--- src/rtl/cpu_control.sv ---
// Multi-cycle control unit for a small LC-3 style core: IDLE/FETCH/DECODE/EXECUTE/HALTED.
// Build option: define CPU_CONTROL_BRANCH_EN to enable conditional branches (BR); otherwise BR is a NOP.
module cpu_control #(
  parameter logic [5:0] RESET_PC = 6'd0
) (
  input  logic        clk,
  input  logic        rst_n,
  input  logic        start,
  output logic        imem_req,
  output logic [5:0]  imem_addr,
  input  logic        imem_ready,
  input  logic [15:0] imem_rdata,
  output logic [1:0]  alu_op,
  output logic [1:0]  source_sel,
  output logic [5:0]  ins_immediate,
  output logic [5:0]  pc,
  output logic [2:0]  sr1_sel,
  output logic [2:0]  sr2_sel,
  output logic [2:0]  dr_sel,
  output logic        reg_we,
  input  logic        alu_negative,
  input  logic        alu_zero,
  input  logic        alu_positive,
  output logic        halted
);

  localparam logic [2:0] ST_IDLE    = 3'd0;
  localparam logic [2:0] ST_FETCH   = 3'd1;
  localparam logic [2:0] ST_DECODE  = 3'd2;
  localparam logic [2:0] ST_EXECUTE = 3'd3;
  localparam logic [2:0] ST_HALTED  = 3'd4;

  localparam logic [3:0] OP_BR   = 4'b0000;
  localparam logic [3:0] OP_ADD  = 4'b0001;
  localparam logic [3:0] OP_AND  = 4'b0101;
  localparam logic [3:0] OP_NOT  = 4'b1001;
  localparam logic [3:0] OP_LEA  = 4'b1110;
  localparam logic [3:0] OP_HALT = 4'b1111;

  logic [2:0]  state;
  logic [2:0]  state_next;
  logic [5:0]  pc_q;
  logic [15:0] ir;
  logic [2:0]  nzp;
  logic [1:0]  alu_op_q;
  logic [1:0]  source_sel_q;
  logic [2:0]  sr1_q;
  logic [2:0]  sr2_q;
  logic [2:0]  dr_q;

  logic [3:0]  opcode;
  logic        use_imm;
  logic        writes_reg;
  logic [1:0]  dec_alu_op;
  logic [1:0]  dec_source_sel;
  logic [5:0]  pc_exec_next;

  assign opcode  = ir[15:12];
  assign use_imm = ir[5];

  // NOTE: every variable written in an always_comb gets a default first, so no path can infer a latch.
  always_comb begin
    dec_alu_op     = 2'b00;
    dec_source_sel = 2'b00;
    writes_reg     = 1'b0;
    case (opcode)
      OP_ADD: begin
        dec_alu_op     = 2'b00;
        dec_source_sel = {~use_imm, 1'b0};
        writes_reg     = 1'b1;
      end
      OP_AND: begin
        dec_alu_op     = 2'b01;
        dec_source_sel = {~use_imm, 1'b0};
        writes_reg     = 1'b1;
      end
      OP_NOT: begin
        dec_alu_op     = 2'b10;
        dec_source_sel = {~use_imm, 1'b0};
        writes_reg     = 1'b1;
      end
      OP_LEA: begin
        dec_alu_op     = 2'b00;
        dec_source_sel = 2'b01;
        writes_reg     = 1'b1;
      end
      default: ;
    endcase
  end

`ifdef CPU_CONTROL_BRANCH_EN
  logic br_taken;
  assign br_taken     = (opcode == OP_BR) && ((ir[11:9] & nzp) != 3'b000);
  assign pc_exec_next = br_taken ? (pc_q + ir[5:0]) : pc_q;
`else
  // Without branches nothing consumes NZP; it stays as a visible debug register.
  logic unused_nzp;
  assign unused_nzp   = ^nzp;
  assign pc_exec_next = pc_q;
`endif

  always_comb begin
    state_next = state;
    case (state)
      ST_IDLE:    if (start) state_next = ST_FETCH;
      ST_FETCH:   if (imem_ready) state_next = ST_DECODE;
      ST_DECODE:  state_next = ST_EXECUTE;
      ST_EXECUTE: state_next = (opcode == OP_HALT) ? ST_HALTED : ST_FETCH;
      ST_HALTED:  state_next = ST_HALTED;
      default:    state_next = ST_IDLE;
    endcase
  end

  // NOTE: sequential state uses non-blocking assignments so every register samples pre-edge values.
  always_ff @(posedge clk) begin
    if (!rst_n) begin
      state        <= ST_IDLE;
      pc_q         <= RESET_PC;
      ir           <= 16'h0000;
      nzp          <= 3'b010;
      alu_op_q     <= 2'b00;
      source_sel_q <= 2'b00;
      sr1_q        <= 3'd0;
      sr2_q        <= 3'd0;
      dr_q         <= 3'd0;
    end else begin
      state <= state_next;
      case (state)
        ST_FETCH: begin
          if (imem_ready) begin
            ir   <= imem_rdata;
            pc_q <= pc_q + 6'd1;
          end
        end
        ST_DECODE: begin
          alu_op_q     <= dec_alu_op;
          source_sel_q <= dec_source_sel;
          sr1_q        <= ir[8:6];
          sr2_q        <= ir[2:0];
          dr_q         <= ir[11:9];
        end
        ST_EXECUTE: begin
          if (writes_reg) nzp <= {alu_negative, alu_zero, alu_positive};
          pc_q <= pc_exec_next;
        end
        default: ;
      endcase
    end
  end

  assign imem_req      = (state == ST_FETCH);
  assign imem_addr     = pc_q;
  assign pc            = pc_q;
  assign halted        = (state == ST_HALTED);
  assign alu_op        = alu_op_q;
  assign source_sel    = source_sel_q;
  assign sr1_sel       = sr1_q;
  assign sr2_sel       = sr2_q;
  assign dr_sel        = dr_q;
  assign ins_immediate = ir[5:0];
  // A reset arriving during EXECUTE suppresses the write on that same edge.
  assign reg_we        = rst_n && (state == ST_EXECUTE) && writes_reg;

endmodule

--- config.mk ---
export PLATFORM = sky130hd
export DESIGN_NAME = cpu_control
export DESIGN_NICKNAME = d
export VERILOG_FILES = /design/src/rtl/cpu_control.sv
export SDC_FILE = /design/constraint.sdc
export NUM_CORES = 1
export LEC_CHECK = 0
export CAP_MARGIN = 10
export CORE_MARGIN = 2
export CORE_UTILIZATION = 39
export DETAILED_ROUTE_END_ITERATION = 8
export PLACE_DENSITY = 0.71
export SLEW_MARGIN = 30
export SYNTH_ARGS = -nofsm -noshare
export SYNTH_HDL_FRONTEND = slang
export SYNTH_SLANG_ARGS = --single-unit
--- constraint.sdc ---
create_clock -name clk -period 1.35 [get_ports clk]
set_input_delay 0.27 -clock clk [delete_from_list [all_inputs] [get_ports clk]]
set_output_delay 0.27 -clock clk [all_outputs]
set_load 0.02 [all_outputs]
### Word-level counts from Yosys, hierarchy flattened

Cells that the tools add are included.

* input bits: 23
* logic and storage cells: 35
* bits in registers: 38

* bitwise gates (word level): 1
* equal/unequal tests: 11
* reduce and logical (&&, ||, !) cells: 7
* $add $sub $neg: 1
* muxes and demuxes: 7

Operators with widths (number)
* $pmux W3 S5: 1
* $eq A4 B4 Y1 const B: 3
* $mux W3: 3
* $pmux W2 S2: 2
* $add A6 B1 Y6 const B: 1
* $eq A3 B2 Y1 const B: 2
* $eq A4 B1 Y1 const B: 1
* $eq A4 B3 Y1 const B: 1
* $reduce_and A2 Y1: 2
* $reduce_or A4 Y1: 1
* $eq A3 B1 Y1 const B: 1
* $eq A3 B3 Y1 const B: 1
* $logic_not A3 Y1: 1
* $reduce_or A3 Y1: 1
* $logic_and A1 B1 Y1: 2
* $ne A2 B1 Y1 const B: 1
* $ne A2 B2 Y1 const B: 1
* $mux W1: 1
* $not A1 Y1: 1

### Depth between registers and ports, before layout

Gate-level depths: netlist of run 1.

* depth after elaboration: 4
* mapped depth: 5
* mapped depth without buffers: 4

### Worst setup path after synthesis of run 1

OpenSTA, ideal clock, no wires.

* path type: register to output
* start point: reg ir[12]
* end point: out reg_we
* slack: -0.212 ns
* data required time: 1.080 ns
* stages on the path, launching flop included: 4
* arrival: 1.292 ns
* cell sequence: dfxtp_1 nor2b_1 a2bb2oi_1 nor4_1

* cells in the longest elaborated chain, start to end: 4

RTL lines
* from (decl): line 43 `logic [15:0] ir;`
* from (signal assigned): line 131 `ir <= imem_rdata;`
* $eq A4 B4 Y1, or another cell as far along: line 66 `case (opcode)`
* $reduce_or A4 Y1 (no source line) (*)
* $mux W1 (*): line 66
* $logic_and A1 B1 Y1 (*): line 162 `assign reg_we = rst_n && (state == ST_EXECUTE) && writes_reg;`
* to (decl): line 20 `output logic reg_we,`

Mark *: on every way between the ends. The rest lies on a longest branch, timed or not.

### Worst setup path after layout of run 1

Same ends and word-level chain as after synthesis.

==> flow_metrics.env, run 1 <==
export IMPL_top_usage_layer="met2"
export IMPL_ys_ff_latch=38
export IMPL_clk_pin_slew_worst_paths_ns=0.07
export IMPL_grt_start_max_net_pins=35
export IMPL_vias=1543
export IMPL_slowest_delay_ns=0.36
export IMPL_arrival_ns=1.29
export IMPL_syn_area_um2=1569
export IMPL_clockBufferDepth=2
export IMPL_fillCellCount=330
export IMPL_drc=0
export IMPL_yosysWarnings=0
export IMPL_worst_pin_slew_ns=0.3641
export IMPL_slew_headroom_pct=75.69
export IMPL_crit_top_cell="buf_4"
export IMPL_leakagePower_nw=1.135
export IMPL_pin_count=57
export IMPL_finalPower_w=0.002406
export IMPL_max_cap_violations=0
export IMPL_rows=23
export IMPL_ant_nets=0
export IMPL_hpwl_mm=2.570
export IMPL_syn_inst=195
export IMPL_ctsHtreeMaxLevel=2
export IMPL_gp_congestion=0.8250
export IMPL_cp_max_fo=3
export IMPL_fmax_ghz=0.6396
export IMPL_rsz0062_at_grt="true"
export IMPL_path_cells="buf_4 > a2bb2oi_1 > nor4_2 > buf_4"
export IMPL_place_ws_ns=-0.6417
export IMPL_synth_seq_area_share_pct=48.48
export IMPL_skew_ns=0.003847
export IMPL_vias_per_cell=4.792
export IMPL_start_util_pct=39.80
export IMPL_grt_pass1_vias=1361
export IMPL_violations="negative setup slack"
export IMPL_setup_viol=34
export IMPL_dp_cells=300
export IMPL_multi_input_area_um2=864.6
export IMPL_critPathBufInv=2
export IMPL_overflow=0
export IMPL_dieArea_um2=4546
export IMPL_crit_path_end_kind="primary output"
export IMPL_final_common_cell="nand2_1"
export IMPL_syn_to_final_growth_pct=69.78
export IMPL_antenna_found_initial=0
export IMPL_synth_net_count=219
export IMPL_vdd_drop_max_v=0.0006368
export IMPL_yosysUniqueCellTypes=30
export IMPL_avgSynthCellArea_um2=8.046
export IMPL_numCtsBuffers=5
export IMPL_critical_path_class="register to primary output"
export IMPL_outcome="finished with violations"
export IMPL_core_area_um2=3943
export IMPL_grt_pass1_wl_mm=5.996
export IMPL_slew_viol_final=0
export IMPL_first_pass_iters=4
export IMPL_setup_worst_path_start_class="register"
export IMPL_nets=295
export IMPL_regArea_um2=770.7
export IMPL_worstPathRequired_ns=1.08
export IMPL_tritoncts="yes"
export IMPL_clk_latency_ns=0.30
export IMPL_met2_usage_pct=31.81
export IMPL_io_buffers=53
export IMPL_instances_no_fill=322
export IMPL_drtIter0Drc=39
export IMPL_final_cell_mix="nand2_1 (48), dfxtp_1 (34), dlygate4sd2_1 (27), buf_4 (23), a21oi_1 (21)"
export IMPL_min_period_ns=1.563
export IMPL_fp_dieW_um=67.43
export IMPL_holdWs_ns=0.4530
export IMPL_diodes=0
export IMPL_clock_sinks=38
export IMPL_use_met3_pct=5.500
export IMPL_fin_ws_ns=-0.2134
export IMPL_powerDensity_nw_per_um2=903.2
export IMPL_met1_usage_pct=20.02
export IMPL_min_path_type="register to register"
export IMPL_crit_family="flip-flops"
export IMPL_slowest_stage="dfxtp_1"
export IMPL_period_share_pct=115.8
export IMPL_wirelength_mm=4.279
export IMPL_final_layout_size_suffix_gt1_share_pct=33.82
export IMPL_wl_per_cell_um=13.29
export IMPL_clk_root_buffer_cell="clkbuf_8"
export IMPL_grt_use_total_pct=17.94
export IMPL_finalHoldViolations=0
export IMPL_die_h_um=67.43
[worst paths after layout]
check / from / end / slack, ns / depth (start not counted)
worst min-delay path: ir[8] / sr1_sel[2] / 0.45 / 2
worst min register to register: ir[8] / sr1_sel[2] / 0.45 / 2
worst max-delay path: ir[12] / reg_we / -0.21 / 4
worst max register to register: state[0] / source_sel[0] / -0.14 / 4
[cells in the mapped netlist]
cell type,count,area (µm²)
a211oi_1,1,7.510
clkinv_1,1,3.750
a2bb2oi_1,1,8.760
xnor2_1,1,8.760
nand2b_1,2,12.51
mux2i_1,1,10.01
nor4_1,2,12.51
or4_1,1,7.510
nand2_1,62,232.7
a21oi_1,34,170.2
nor2_1,1,3.750
o21a_1,1,7.510
o21ai_0,2,10.01
nand4bb_2,1,16.27
nand4b_1,3,26.28
buf_2,3,15.01
nor3b_1,2,15.01
nor2b_1,1,6.260
buf_4,13,97.59
dfxtp_1,38,760.7
clkbuf_1,6,22.52
or3b_4,1,11.26
o31ai_1,1,7.510
nor4bb_1,1,10.01
nand3_1,3,15.01
inv_1,3,11.26
ha_1,1,12.51
o22ai_1,1,6.260
nor3_1,3,15.01
or3_1,4,25.02
[state kept, by name, indices dropped and copies added (netlist names)]
register / flops
imem_addr: 6
sr2_sel: 3
dr_sel: 3
state: 3
source_sel: 2
ir: 16
alu_op: 2
sr1_sel: 3
[kinds of logic (layout without fill, tap and decap cells)]
family,after synthesis,count (layout),share of synthesized area [%]
buffers and inverters,26,103,9.568
XOR/XNOR,1,1,0.5583
AND/OR/NAND/NOR,87,87,26.08
AO/OA/AOI/OAI,41,41,13.88
flip-flops,38,38,48.48
adder cells (fa/ha/maj),1,1,0.7973
multiplexers,1,1,0.6380
[layout make-up]
class | instances | area share [%]
clock buffers | 7 | 3.241
flip-flops and latches | 38 | 28.93
clock inverters | 1 | 0.1879
well taps | 50 | 2.349
multi-input cells | 131 | 32.46
inverters | 4 | 0.5636
repair buffers | 91 | 32.27
[where the power goes]
group	internal, W	total, W	switching, W
Combinational	0.000220	0.000423	0.000203
Clock	0.000412	0.000809	0.000398
Sequential	0.00115	0.00117	0.0000210
[tightest hold or removal path, cell delays in order (launching register included)]
cell     delay [ns]
dfxtp_1        0.31
nand2_1        0.05
a21oi_1        0.05
[per-stage QoR]
stage                     area (µm²)  utilization [%]  setup TNS (ns)
final                           2664            67.57          -2.823
after detailed placement        2241            56.84          -7.412
after CTS                       2361            59.89         -0.3142
after global placement          2241            56.84          -6.755
after global routing            2664            67.57          -4.202
after floorplan                 1575                -               0
[layer usage]
metal / wire length [µm] / vias up
met5: 0 / -
met4: 48 / 0
met2: 2148 / 27
met1: 1926 / 716
met3: 155 / 4
li1: - / 796
[timing repair]
item,4_1_cts,5_1_grt
cloned,0,4
endpoints found under the setup margin,52,31
pin swaps,4,23
hold buffers,0,0
setup buffers,3,8
gates resized for setup,61,65
No activity file was read; power rests on OpenSTA's default activity.
==> run 2, diff against run 1 <==
==> constraint.sdc (replaced) <==
create_clock -name clk -period 1.35 [get_ports clk]
set_input_delay 0.27 -clock clk [delete_from_list [all_inputs] [get_ports clk]]
set_output_delay 0.27 -clock clk [all_outputs]
set_load 0.005 [all_outputs]
==> run 2 against run 1 <==
  * The flow still finishes with violations (negative setup slack)
  * Core utilization decreased by 2.7 points
  * Count of clock-buffer cells in the layout shrank 1
  * First-iteration DRC count grew 77%
  * Global-route usage grew 1.0 points
  * Register-to-register slack gained 0.11 ns
  * Clock power is essentially flat
  * Cell count decreased by 1.2%
  * Clock skew rose by 0.0010 ns
  * Critical path depth is the same
  * Wire length down 8.0%
  * Worst hold slack worse by 0.0062 ns
  * Combinational power down 21%
  * Largest power group unchanged
==> flow_metrics.env, run 2 (synthesis gave the netlist of run 1 again) <==
export IMPL_nets=291
export IMPL_clk_root_buffer_cell="clkbuf_8"
export IMPL_arrival_ns=1.29
export IMPL_worst_pin_slew_ns=0.3368
export IMPL_dieArea_um2=4546
export IMPL_final_layout_size_suffix_gt1_share_pct=35.45
export IMPL_skew_ns=0.004882
export IMPL_finish_utilization_pct=64.90
export IMPL_antenna_found_initial=0
export IMPL_ctsHtreeMaxLevel=2
export IMPL_instances_no_fill=318
export IMPL_ant_nets=0
export IMPL_final_cell_mix="nand2_1 (57), dlygate4sd2_1 (32), buf_4 (27), a21oi_1 (23), clkdlybuf4s50_1 (18)"
export IMPL_numCtsBuffers=5
export IMPL_grt_pass1_vias=1494
export IMPL_grt_pass1_wl_mm=6.389
export IMPL_gp_congestion=0.8145
export IMPL_largest_register_ffs=16
export IMPL_wirelength_mm=3.938
export IMPL_fmax_ghz=0.6410
export IMPL_drc=0
export IMPL_slowest_stage="dfxtp_4"
export IMPL_setup_worst_path_start_class="register"
export IMPL_drtIter0Drc=69
export IMPL_holdWs_ns=0.4468
export IMPL_overflow=0
export IMPL_tritoncts="yes"
export IMPL_grt_start_max_net_pins=21
export IMPL_core_area_um2=3943
export IMPL_die_h_um=67.43
export IMPL_worstPathRequired_ns=1.08
export IMPL_fp_dieW_um=67.43
export IMPL_fin_ws_ns=-0.2102
export IMPL_start_util_pct=39.80
export IMPL_rows=23
export IMPL_syn_to_final_growth_pct=63.08
export IMPL_fillCellCount=339
export IMPL_period_share_pct=115.6
export IMPL_clk_latency_ns=0.29
export IMPL_outcome="finished with violations"
export IMPL_min_period_ns=1.560
export IMPL_max_cap_violations=0
export IMPL_cp_max_fo=5
export IMPL_top_register="ir"
export IMPL_vias=1577
export IMPL_vias_per_cell=4.959
export IMPL_crit_family="flip-flops"
export IMPL_path_cells="nand3_4 > a2bb2oi_2 > nor4_1 > buf_2"
export IMPL_wl_per_cell_um=12.38
export IMPL_grt_use_total_pct=18.98
export IMPL_vdd_drop_max_v=0.0006416
export IMPL_pin_count=57
export IMPL_io_buffers=53
export IMPL_slew_viol_final=0
export IMPL_clock_sinks=38
export IMPL_critPathBufInv=1
export IMPL_hpwl_mm=2.561
export IMPL_finalHoldViolations=0
export IMPL_powerDensity_nw_per_um2=907.7
export IMPL_crit_path_end_kind="primary output"
export IMPL_first_pass_iters=4
export IMPL_leakagePower_nw=1.088
export IMPL_final_common_cell="nand2_1"
export IMPL_setup_viol=4
export IMPL_dp_cells=298
export IMPL_diodes=0
export IMPL_critical_path_class="register to primary output"
export IMPL_min_path_type="register to register"
export IMPL_slowest_delay_ns=0.38
export IMPL_violations="negative setup slack"
export IMPL_clockBufferDepth=2
export IMPL_rsz0062_at_grt="true"
export IMPL_clk_pin_slew_worst_paths_ns=0.07
export IMPL_slew_headroom_pct=77.52
==> run 2: worst register-to-register path: cells and delay by family (launching register included) <==
kind,cells,cell delay (ns)
buffers and inverters,2,0.28
flip-flops,1,0.33
AO/OA/AOI/OAI,1,0.11
AND/OR/NAND/NOR,2,0.59
==> run 2: area by class of cell <==
type | instances | area, µm² | share of cell area [%]
Clock buffer | 6 | 82.58 | 3.227
Multi-Input combinational cell | 131 | 827.0 | 32.32
Clock inverter | 2 | 12.51 | 0.4890
Inverter | 4 | 15.01 | 0.5868
Timing Repair Buffer | 87 | 757.0 | 29.58
Tap cell | 50 | 62.56 | 2.445
Sequential cell | 38 | 802.0 | 31.34
==> run 2: power by group <==
part | internal, W | total, W | switching, W
sequential | 0.00115 | 0.00118 | 0.0000275
clock | 0.000410 | 0.000811 | 0.000400
combinational | 0.000184 | 0.000336 | 0.000152
==> run 2: final timing paths <==
check | startpoint | end | slack [ns] | cells past startpoint
worst max-delay path | ir[14] | reg_we | -0.21 | 4
worst min-delay path | ir[9] | dr_sel[0] | 0.45 | 2
worst max register to register | state[2] | imem_addr[3] | -0.03 | 5
worst min register to register | ir[9] | dr_sel[0] | 0.45 | 2
==> run 2: layer usage <==
layer,track usage (%),wire length (µm)
met1,21.73,1633
met2,32.92,2031
met3,5.167,215
met4,8.418,58
met5,0,0
==> run 2: stage by stage <==
step | worst slack [ns] | total power, W | TNS (ns) | cell area, µm²
after floorplan | 0.02207 | 0.001329 | 0 | 1569
after global placement | -0.4955 | 0.001481 | -6.571 | 2207
after detailed placement | -0.4877 | 0.001486 | -7.065 | 2207
after CTS | -0.1720 | 0.002307 | -0.2521 | 2422
after global routing | -0.3114 | 0.002440 | -1.475 | 2559
final | -0.2102 | 0.002322 | -0.3009 | 2559
==> run 2: repair_timing <==
| action | 4_1_cts | 5_1_grt |
|---|---|---|
| hold buffers | 0 | 0 |
| setup endpoints to repair | 52 | 26 |
| gates resized for setup | 80 | 33 |
| setup buffers | 11 | 1 |
| cloned | 0 | 1 |
| pin swaps | 7 | 10 |
==> run 3, diff against run 2 <==
CAP_MARGIN = not set   (was 10)
CORE_UTILIZATION = 47   (was 39)
CTS_CLUSTER_DIAMETER = 100   (was not set)
PLACE_DENSITY = 0.81   (was 0.71)
clock period = 1.9 ns   (was 1.35 ns; I/O delays follow)
==> run 3 against run 2 <==
  * The flow now finishes without violations
  * Register-to-register slack gained 0.38 ns
  * Setup slack gained 0.28 ns
  * Wire length shrank 13%
  * Die area shrank 16%
  * Clock power shrank 12%
  * Sequential power shrank 29%
  * Sequential cell count is the same
  * Largest cell class is now registers
==> flow_metrics.env, run 3 (synthesis gave the netlist of run 1 again) <==
export IMPL_grt_pass1_vias=1244
export IMPL_fmax_ghz=0.5476
export IMPL_skew_ns=0.01304
export IMPL_largest_register_ffs=16
export IMPL_rsz0062_at_grt="false"
export IMPL_pin_count=57
export IMPL_slew_viol_final=0
export IMPL_cp_max_fo=7
export IMPL_clock_sinks=38
export IMPL_powerDensity_nw_per_um2=762.5
export IMPL_period_share_pct=96.11
export IMPL_vias_per_cell=4.928
export IMPL_max_cap_violations=0
export IMPL_wl_per_cell_um=11.79
export IMPL_overflow=0
export IMPL_hold_buffers=0
export IMPL_die_h_um=61.78
export IMPL_crit_path_start="state[2]"
export IMPL_arrival_ns=1.45
export IMPL_path_cells="nor3b_2 > clkdlybuf4s50_1"
export IMPL_crit_end="halted"
export IMPL_crit_path_end_kind="primary output"
export IMPL_final_common_cell="nand2_1"
export IMPL_slowest_delay_ns=0.52
export IMPL_worstPathRequired_ns=1.52
export IMPL_setup_viol=0
export IMPL_diodes=0
export IMPL_clk_root_buffer_cell="clkbuf_4"
export IMPL_critical_path_class="register to primary output"
export IMPL_ant_nets=0
export IMPL_outcome="completed"
export IMPL_final_layout_size_suffix_gt1_share_pct=12.55
export IMPL_vias=1434
export IMPL_tns_ns=0
export IMPL_antenna_found_initial=0
export IMPL_top_register="ir"
export IMPL_grt_start_max_net_pins=32
export IMPL_wirelength_mm=3.431
export IMPL_final_cell_area_um2=2282
export IMPL_slew_headroom_pct=79.24
export IMPL_vdd_drop_max_v=0.0005118
export IMPL_ff2ff_setup_slack_ns=0.35
export IMPL_path_depth=2
export IMPL_io_buffers=53
export IMPL_gp_congestion=0.7881
export IMPL_nets=270
export IMPL_tritoncts="yes"
export IMPL_setup_worst_path_start_class="register"
export IMPL_drc=0
export IMPL_ctsHtreeMaxLevel=2
export IMPL_start_util_pct=50.56
export IMPL_min_period_ns=1.826
export IMPL_clockBufferDepth=2
export IMPL_grt_pass1_wl_mm=5.347
export IMPL_first_pass_iters=4
export IMPL_crit_family="buffers and inverters"
export IMPL_hpwl_mm=2.359
export IMPL_fp_dieW_um=61.78
export IMPL_worst_pin_slew_ns=0.3085
export IMPL_finalPower_w=0.001740
export IMPL_leakagePower_nw=0.7910
export IMPL_drtIter0Drc=65
export IMPL_numCtsBuffers=5
export IMPL_final_cell_mix="nand2_1 (62), clkdlybuf4s50_1 (51), a21oi_1 (34), dfxtp_1 (33), buf_4 (11)"
export IMPL_rows=20
export IMPL_dpl_cell_area_um2=2157
export IMPL_min_path_type="register to register"
export IMPL_core_area_um2=3103
export IMPL_critPathBufInv=1
export IMPL_r2r_start="state[1]"
export IMPL_clk_pin_slew_worst_paths_ns=0.12
export IMPL_rr_worst_depth=4
export IMPL_r2r_end="imem_addr[5]"
export IMPL_slowest_stage="clkdlybuf4s50_1"
export IMPL_syn_to_final_growth_pct=45.45
export IMPL_finalHoldViolations=0
export IMPL_clk_latency_ns=0.35
export IMPL_dieArea_um2=3817
export IMPL_grt_use_total_pct=19.15
==> run 3: cell count changes in the layout (fill, tap and decap cells not counted), moves of 11 or more <==
| cell | delta |
|---|---|
| a21oi_1 | +11 |
| buf_4 | -16 |
| a21oi_2 | -11 |
| clkdlybuf4s50_1 | +33 |
| dlygate4sd2_1 | -30 |
| dfxtp_2 | -11 |
| dfxtp_1 | +16 |
==> run 3: power breakdown <==
group	leakage (nW)	internal [W]	switching (W)
sequential	0.310	0.000818	0.0000191
combinational	0.422	0.000109	0.0000832
clock	0.0585	0.000446	0.000264
total	0.791	0.00137	0.000367
==> run 3: worst min-delay path: cells and delay by family (launching register included) <==
family | cells | cell delay, ns
AND/OR/NAND/NOR | 1 | 0.05
flip-flops | 1 | 0.33
AO/OA/AOI/OAI | 1 | 0.05
==> run 3: through the flow <==
stage          hold slack (ns)  utilization [%]  setup slack [ns]  cells
6_report                0.4533            73.55           0.07399    291
5_1_grt                 0.4743            73.55          0.008306    291
4_1_cts                 0.4607            73.55           0.05925    291
3_5_place_dp            0.4444            69.52           -0.1640    283
3_3_place_gp            0.4376            69.52           -0.1466    283
2_1_floorplan           0.4321                -            0.5721    195
==> run 3: layer usage <==
layer,part of all wire (%),track usage [%],up-vias
li1,-,-,745
met1,44,22.78,645
met2,49,32.03,37
met3,5.9,6.625,7
met4,1.2,6.991,0
met5,0,0,-
==> run 3: layout make-up <==
class / instances / area (µm²)
tap: 44 / 55.05
clock inverter: 2 / 60.06
inverter: 4 / 15.01
multi-input combinational: 131 / 680.7
timing repair buffer: 66 / 650.6
clock buffer: 6 / 51.30
sequential: 38 / 769.5
fill: 260 / 820.8
==> run 3: worst min path at each step <==
stage          startpoint    endpoint  slack, ns  cells past startpoint
2_1_floorplan       ir[9]   dr_sel[0]       0.43                      2
3_3_place_gp        ir[7]  sr1_sel[1]       0.44                      2
3_5_place_dp        ir[7]  sr1_sel[1]       0.44                      2
4_1_cts             ir[7]  sr1_sel[1]       0.46                      2
5_1_grt            ir[10]   dr_sel[1]       0.47                      2
6_report            ir[6]  sr1_sel[0]       0.45                      2
==> run 3: repair_timing <==
item                                    in CTS  in global routing
buffers inserted                             0                  0
endpoints found under the setup margin       3                  0
endpoints found under the hold margin        0                  0
gates resized for setup                     10                  0
